--- src/rtl/en_register_32_if.sv ---
// rtl/en_register_32_if.sv - data/enable/output bundle for the enabled register
`timescale 1ps/1ps

interface en_register_32_if #(
    parameter int WIDTH = 32
);
    logic [WIDTH-1:0] in;
    logic             en;
    logic [WIDTH-1:0] out;

    modport master (
        output in,
        output en,
        input  out
    );

    modport slave (
        input  in,
        input  en,
        output out
    );
endinterface

--- src/rtl/en_register_32.sv ---
// rtl/en_register_32.sv - clock-enabled data register with asynchronous reset
`timescale 1ps/1ps

module en_register_32 #(
    parameter int               WIDTH       = 32,
    parameter logic [WIDTH-1:0] RESET_VALUE = '0
) (
    input  logic          clk,
    input  logic          rst,
    en_register_32_if.slave bus
);

    if (WIDTH < 1 || WIDTH > 64) begin : g_width_check
        $error("en_register_32: WIDTH must be in 1..64");
    end

    // out comes straight from the flops; en only selects recirculation.
    always_ff @(posedge clk or posedge rst) begin
        if (rst) begin
            bus.out <= RESET_VALUE;
        end else if (bus.en) begin
            bus.out <= bus.in;
        end
    end

`ifndef SYNTHESIS
    a_reset_value: assert property (@(posedge clk) rst |-> (bus.out == RESET_VALUE));

    a_hold: assert property (@(posedge clk) disable iff (rst)
        !bus.en |=> $stable(bus.out));

    a_load: assert property (@(posedge clk) disable iff (rst)
        bus.en |=> (bus.out == $past(bus.in)));
`endif

endmodule

--- src/flat_wrapper.sv ---
// flat-port wrapper written by rule: the top's interface ports become plain ports
module en_register_32_flat 
#(
    parameter int               WIDTH       = 32,
    parameter logic [WIDTH-1:0] RESET_VALUE = '0
)
  (clk, rst, bus_in, bus_en, bus_out);
  en_register_32_if #(.WIDTH(WIDTH)) bus_i ();
  input  logic clk;
  input  logic rst;
  input wire logic [$bits(bus_i.in)-1:0] bus_in;
  input wire logic [$bits(bus_i.en)-1:0] bus_en;
  output wire logic [$bits(bus_i.out)-1:0] bus_out;
  assign bus_i.in = bus_in;
  assign bus_i.en = bus_en;
  assign bus_out = bus_i.out;
  en_register_32 #(.WIDTH(WIDTH), .RESET_VALUE(RESET_VALUE)) u_core (.clk(clk), .rst(rst), .bus(bus_i));
endmodule
--- config.mk ---
export PLATFORM = sky130hd
export DESIGN_NAME = en_register_32_flat
export DESIGN_NICKNAME = d
export VERILOG_FILES = /design/src/rtl/en_register_32_if.sv /design/src/rtl/en_register_32.sv /design/src/flat_wrapper.sv
export SDC_FILE = /design/constraint.sdc
export NUM_CORES = 1
export LEC_CHECK = 0
export BUFFER_PORTS_ARGS = -buffer_cell sky130_fd_sc_hd__buf_2
export CAP_MARGIN = 20
export CORE_MARGIN = 2
export CORE_UTILIZATION = 40
export DETAILED_ROUTE_END_ITERATION = 6
export GPL_TIMING_DRIVEN = 0
export PLACE_DENSITY = 0.86
export RECOVER_POWER = 25
export SETUP_SLACK_MARGIN = 0.3
export SLEW_MARGIN = 10
export SYNTH_ARGS = -nofsm -noshare
export SYNTH_HDL_FRONTEND = slang
export SYNTH_SLANG_ARGS = --single-unit
--- constraint.sdc ---
create_clock -name clk -period 0.8 [get_ports clk]
set_input_delay 0 -clock clk [delete_from_list [all_inputs] [get_ports clk]]
set_output_delay 0 -clock clk [all_outputs]
set_load 0.05 [all_outputs]
==> impl_metrics.env, run 1 <==
export IMPL_yosys_area_top_type_share_pct=59.4
export IMPL_dieArea_mm2=0.00385
export IMPL_drt_initial_drc_count=16
export IMPL_dp_slack_ns=0.00927
export IMPL_max_cap_viol_count=0
export IMPL_wire_per_inst_um=15.7
export IMPL_drc=0
export IMPL_grt_max_degree=33
export IMPL_setup_viol=42
export IMPL_p_leak_nw=0.989
export IMPL_cts_buffer_depth=2
export IMPL_synth_warning_count=0
export IMPL_finalSetupTns_ns=-2.97
export IMPL_max_flop_register="u_core.bus.out"
export IMPL_htreeDepth=2
export IMPL_required_ns=0.80
export IMPL_wl_um=2930
export IMPL_dp_hpwl_um=2010
export IMPL_final_cell_mix="buf_6, buf_2, dfrtp_2"
export IMPL_postLayoutCoreUtil_pct=62.1
export IMPL_synth_top_family_by_area="multiplexers"
export IMPL_drive_gt1_share_pct=99.3
export IMPL_tritoncts="yes"
export IMPL_path_delay_family="flip-flops"
export IMPL_slowest_delay_ns=0.43
export IMPL_fmax_ghz=1.10
export IMPL_crit_fanout=2
export IMPL_ys_seq_area_share_pct=59.4
export IMPL_netlist_area_mm2=0.00135
export IMPL_hold_viol=64
export IMPL_violations="hold timing, setup timing"
export IMPL_final_common_cell="buf_6"
export IMPL_yosys_area_share_simple_pct=0
export IMPL_cp_num_buf_inv=1
export IMPL_yosys_area_top_type="dfrtp_1"
export IMPL_antenna_found_initial=0
export IMPL_slowest_stage="dfrtp_2"
export IMPL_arrival_ns=0.91
export IMPL_reg_largest_list="u_core.bus.out: 32 flops"
export IMPL_fin_crit_ns=0.910
export IMPL_synth_area_leaders="dfrtp_1, mux2_4, buf_12"
export IMPL_grt_first_pass_wirelength_um=4070
export IMPL_coreArea_mm2=0.00328
export IMPL_synth_fp_nets=104
export IMPL_grt_use_total_pct=15.7
export IMPL_ant_nets=0
export IMPL_end_kind="output port"
export IMPL_synthXorXnorAreaFrac_pct=0
export IMPL_cts_sinks=32
export IMPL_grt_pass1_vias=850
export IMPL_area_growth_pct=51.2
export IMPL_yosys_register_bits=32
export IMPL_critical_path_startpoint_type="flop"
export IMPL_tightest_slew_ns=0.701
export IMPL_cts_root_buffer="clkbuf_4"
export IMPL_diodes=0
export IMPL_timing_hold_ws_ns=-0.232
export IMPL_portBuffers=65
export IMPL_clk_pin_slew_ns=0.09
export IMPL_critPathKind="reg -> out"
export IMPL_fin_nets=176
export IMPL_crit_chain="buf_6"
export IMPL_clock_latency_ns=0.31
export IMPL_synth_mux_area_share_pct=35.1
export IMPL_ios=67
export IMPL_power_density_mw_per_mm2=2140
export IMPL_fin_cells=187
export IMPL_post_place_cells=180
export IMPL_skew_ns=0
export IMPL_rsz0062_at_grt="true"
export IMPL_place_congestion=0.570
export IMPL_gr_total_overflow=0
export IMPL_vias=847
export IMPL_yosys_area_share_adder_pct=0
export IMPL_maxSlewViolCount=0
export IMPL_drtPass1Iterations=2
export IMPL_synth_compound_area_share_pct=0
export IMPL_outcome="finished, violations left"
export IMPL_cts_setup_buffers=0
export IMPL_via_per_inst=4.53
export IMPL_largest_reg_flops=32
export IMPL_start_util_pct=41.1
export IMPL_ir_drop_mv=0.817
export IMPL_fin_crit_sh_pct=114
export IMPL_post_synth_cell_area_avg_um2=19.5
export IMPL_syn_instance_count=69
export IMPL_worst_slack_ns=-0.110
export IMPL_die_w_um=62.1
export IMPL_power_total_w=0.00437
export IMPL_ys_types=6
export IMPL_die_h_um=62.1
export IMPL_relSlewSlack_pct=53.1
export IMPL_cts_buffers=5
export IMPL_fp_row_count=21
export IMPL_min_path_type="in -> async"
==> what timing repair did <==
action / CTS / global route
hold endpoints to repair: 64 / 64
gates resized for setup: 64 / 0
cloned: 0 / 0
pin swaps: 0 / 0
endpoints found under the setup margin: 64 / 64
==> worst paths after layout <==
| kind | from | endpoint | slack, ns | cells after the start |
|---|---|---|---|---|
| min in group clk | bus_in[21] | u_core.bus.out[21] | -0.09 | 2 |
| worst max-delay path | u_core.bus.out[9] | bus_out[9] | -0.11 | 1 |
| worst max register to register | u_core.bus.out[7] | u_core.bus.out[7] | -0.02 | 1 |
| worst min-delay path | rst | u_core.bus.out[24] | -0.23 | 2 |
| worst min register to register | u_core.bus.out[25] | u_core.bus.out[25] | 0.54 | 1 |
| max in group asynchronous | rst | u_core.bus.out[13] | 0.60 | 2 |
==> power breakdown <==
group / leakage [nW] / total [W] / internal (W) / switching, W
Combinational: 0.609 / 0.00144 / 0.000634 / 0.000811
Sequential: 0.342 / 0.00194 / 0.00181 / 0.000130
Clock: 0.0374 / 0.000991 / 0.000498 / 0.000493
==> layout make-up <==
type | instances | area (um2)
plain buffers | 4 | 71.3
fillers | 261 | 1240
inverters | 1 | 7.51
flip-flops and latches | 32 | 841
well taps | 46 | 57.6
multi-input cells | 32 | 473
repair buffers | 65 | 524
clock buffers | 7 | 65.1
==> cells by family (layout without fill, tap and decap cells) <==
logic type             Yosys count  in the layout
buffers and inverters            5             77
DFF                             32             32
muxes                           32             32
==> metrics by stage <==
stage	hold WS, ns	instance area [um2]
final	-0.232	2040
after global routing	-0.199	2040
after CTS	-0.218	2040
after detailed placement	0.138	1780
after global placement	0.118	1780
after floorplan	-0.0716	1390
==> routing by layer <==
metal | vias to the layer above | GRT usage, % | part of all wire, %
met2 | 38 | 28.1 | 56
met1 | 424 | 16.8 | 36
met5 | - | 0 | 0
met3 | 5 | 5.59 | 6.4
li1 | 380 | - | -
met4 | 0 | 6.38 | 1.3
==> synthesized netlist by cell type <==
cell / number
mux2_2: 2
inv_1: 1
dfrtp_1: 32
mux2_4: 30
buf_12: 3
buf_6: 1
Power figures use the tool's default switching activity.
==> run 2: changes to the inputs <==
--- a/config.mk
+++ b/config.mk
@@ -13,6 +13,7 @@
 export GPL_TIMING_DRIVEN = 0
 export PLACE_DENSITY = 0.86
 export RECOVER_POWER = 25
+export REMOVE_ABC_BUFFERS = 1
 export SETUP_SLACK_MARGIN = 0.3
 export SLEW_MARGIN = 10
 export SYNTH_ARGS = -nofsm -noshare
==> impl_metrics.env, run 2 (synthesis results as in run 1) <==
export IMPL_outcome="finished, violations left"
export IMPL_violations="hold timing, setup timing"
export IMPL_cts_buffer_depth=2
export IMPL_htreeDepth=2
export IMPL_dieArea_mm2=0.00385
export IMPL_max_cap_viol_count=0
export IMPL_critPathKind="reg -> reg"
export IMPL_fmax_ghz=1.10
export IMPL_required_ns=1.02
export IMPL_area_growth_pct=49.4
export IMPL_drc=0
export IMPL_post_place_cells=177
export IMPL_drt_initial_drc_count=28
export IMPL_reg_largest_list="u_core.bus.out: 32 flops"
export IMPL_final_cell_area_mm2=0.00201
export IMPL_diodes=0
export IMPL_crit_fanout=2
export IMPL_clock_latency_ns=0.32
export IMPL_ant_nets=0
export IMPL_largest_reg_flops=32
export IMPL_crit_chain="buf_4 > mux2_4"
export IMPL_grt_first_pass_wirelength_um=3910
export IMPL_final_cell_mix="buf_6, buf_2, dfrtp_1"
export IMPL_via_per_inst=4.40
export IMPL_rsz0062_at_grt="true"
export IMPL_final_common_cell="buf_6"
export IMPL_slowest_stage="dfrtp_1"
export IMPL_dp_hpwl_um=1760
export IMPL_cts_sinks=32
export IMPL_portBuffers=66
export IMPL_grt_pass1_vias=863
export IMPL_power_total_w=0.00433
export IMPL_slowest_delay_ns=0.41
export IMPL_p_leak_nw=1.04
export IMPL_dpl_cell_area_mm2=0.00167
export IMPL_combPwrFrac_pct=34.0
export IMPL_setup_viol=41
export IMPL_tritoncts="yes"
export IMPL_coreArea_mm2=0.00328
export IMPL_vias=854
export IMPL_clkPwrFrac_pct=21.9
export IMPL_end_kind="flop"
export IMPL_p_switching_w=0.00147
export IMPL_seq_power_share_pct=44.1
export IMPL_dp_slack_ns=-0.498
export IMPL_intPower_w=0.00286
export IMPL_wire_per_inst_um=13.8
export IMPL_switching_share_pct=33.9
export IMPL_worst_slack_ns=-0.107
export IMPL_clk_pin_slew_ns=0.10
export IMPL_fin_crit_sh_pct=113
export IMPL_grt_use_total_pct=14.7
export IMPL_cp_num_buf_inv=1
export IMPL_max_flop_register="u_core.bus.out"
export IMPL_maxSlewViolCount=0
export IMPL_drtPass1Iterations=2
export IMPL_arrival_ns=1.13
export IMPL_cts_root_buffer="clkbuf_4"
export IMPL_relSlewSlack_pct=55.4
export IMPL_antenna_found_initial=0
export IMPL_skew_ns=0
export IMPL_start_util_pct=41.1
export IMPL_fin_nets=182
export IMPL_timing_hold_ws_ns=-0.252
export IMPL_critical_path_startpoint_type="flop"
export IMPL_hold_viol=64
export IMPL_fin_cells=194
export IMPL_die_w_um=62.1
export IMPL_wl_um=2670
export IMPL_grt_max_degree=33
export IMPL_drive_gt1_share_pct=77.7
export IMPL_path_delay_family="flip-flops"
export IMPL_postLayoutCoreUtil_pct=61.3
export IMPL_ios=67
export IMPL_ir_drop_mv=1.16
export IMPL_fp_row_count=21
export IMPL_cts_buffers=5
export IMPL_tightest_slew_ns=0.667
export IMPL_gr_total_overflow=0
export IMPL_power_density_mw_per_mm2=2150
export IMPL_min_path_type="in -> async"
export IMPL_die_h_um=62.1
export IMPL_place_congestion=0.695
export IMPL_fin_crit_ns=0.907
[run 2: changes by cell type in the layout (fill, tap and decap cells not counted)]
cell,before,now
buf_12,3,0
buf_4,0,6
buf_6,33,36
clkbuf_8,2,1
clkinv_2,0,2
dfrtp_1,0,32
dfrtp_2,32,0
[run 2: per-layer routing]
| metal | GRT usage (%) | vias to the layer above | share of wire (%) |
|---|---|---|---|
| li1 | - | 393 | - |
| met2 | 22.2 | 39 | 50 |
| met4 | 4.56 | 0 | 0 |
| met3 | 7.66 | 0 | 7.4 |
| met1 | 18.2 | 422 | 42 |
| met5 | 0 | - | 0 |
[run 2: path summary, 6_finish.rpt]
kind / from / to / slack (ns) / cells after the start
max in group asynchronous: rst / u_core.bus.out[16] / 0.67 / 2
worst max-delay path: u_core.bus.out[8] / u_core.bus.out[8] / -0.11 / 2
worst min-delay path: rst / u_core.bus.out[31] / -0.25 / 2
worst max register to register: u_core.bus.out[8] / u_core.bus.out[8] / -0.11 / 2
min in group clk: bus_in[12] / u_core.bus.out[12] / -0.10 / 2
worst min register to register: u_core.bus.out[18] / u_core.bus.out[18] / 0.55 / 1
[run 2: timing repair]
item,in CTS,in global routing
gates resized for setup,66,4
hold endpoints to repair,64,64
setup buffers,0,9
setup endpoints to repair,96,64
[run 2: metrics by stage]
step / TNS [ns] / hold WS, ns
global route: -5.78 / -0.227
global placement: -19.01 / 0.231
detailed placement: -24.22 / 0.235
CTS: -3.61 / -0.242
floorplan: -6.20 / 0.116
finish: -3.71 / -0.252
[run 2: layout make-up]
cell class	count	area (um2)
flip-flops and latches	32	801
clock buffers	6	51.3
well taps	46	57.6
multi-input cells	32	473
inverters	1	7.51
fillers	265	1270
clock inverters	2	10.0
repair buffers	75	614
[run 2: power groups by stage]
stage          Combinational (W)  Clock [W]  Sequential (W)
3_5_place_dp             0.00120          0         0.00190
6_report                 0.00147   0.000950         0.00191
2_1_floorplan           0.000285          0         0.00247
4_1_cts                  0.00140   0.000997         0.00191
5_1_grt                  0.00154    0.00109         0.00193
3_3_place_gp             0.00118          0         0.00188
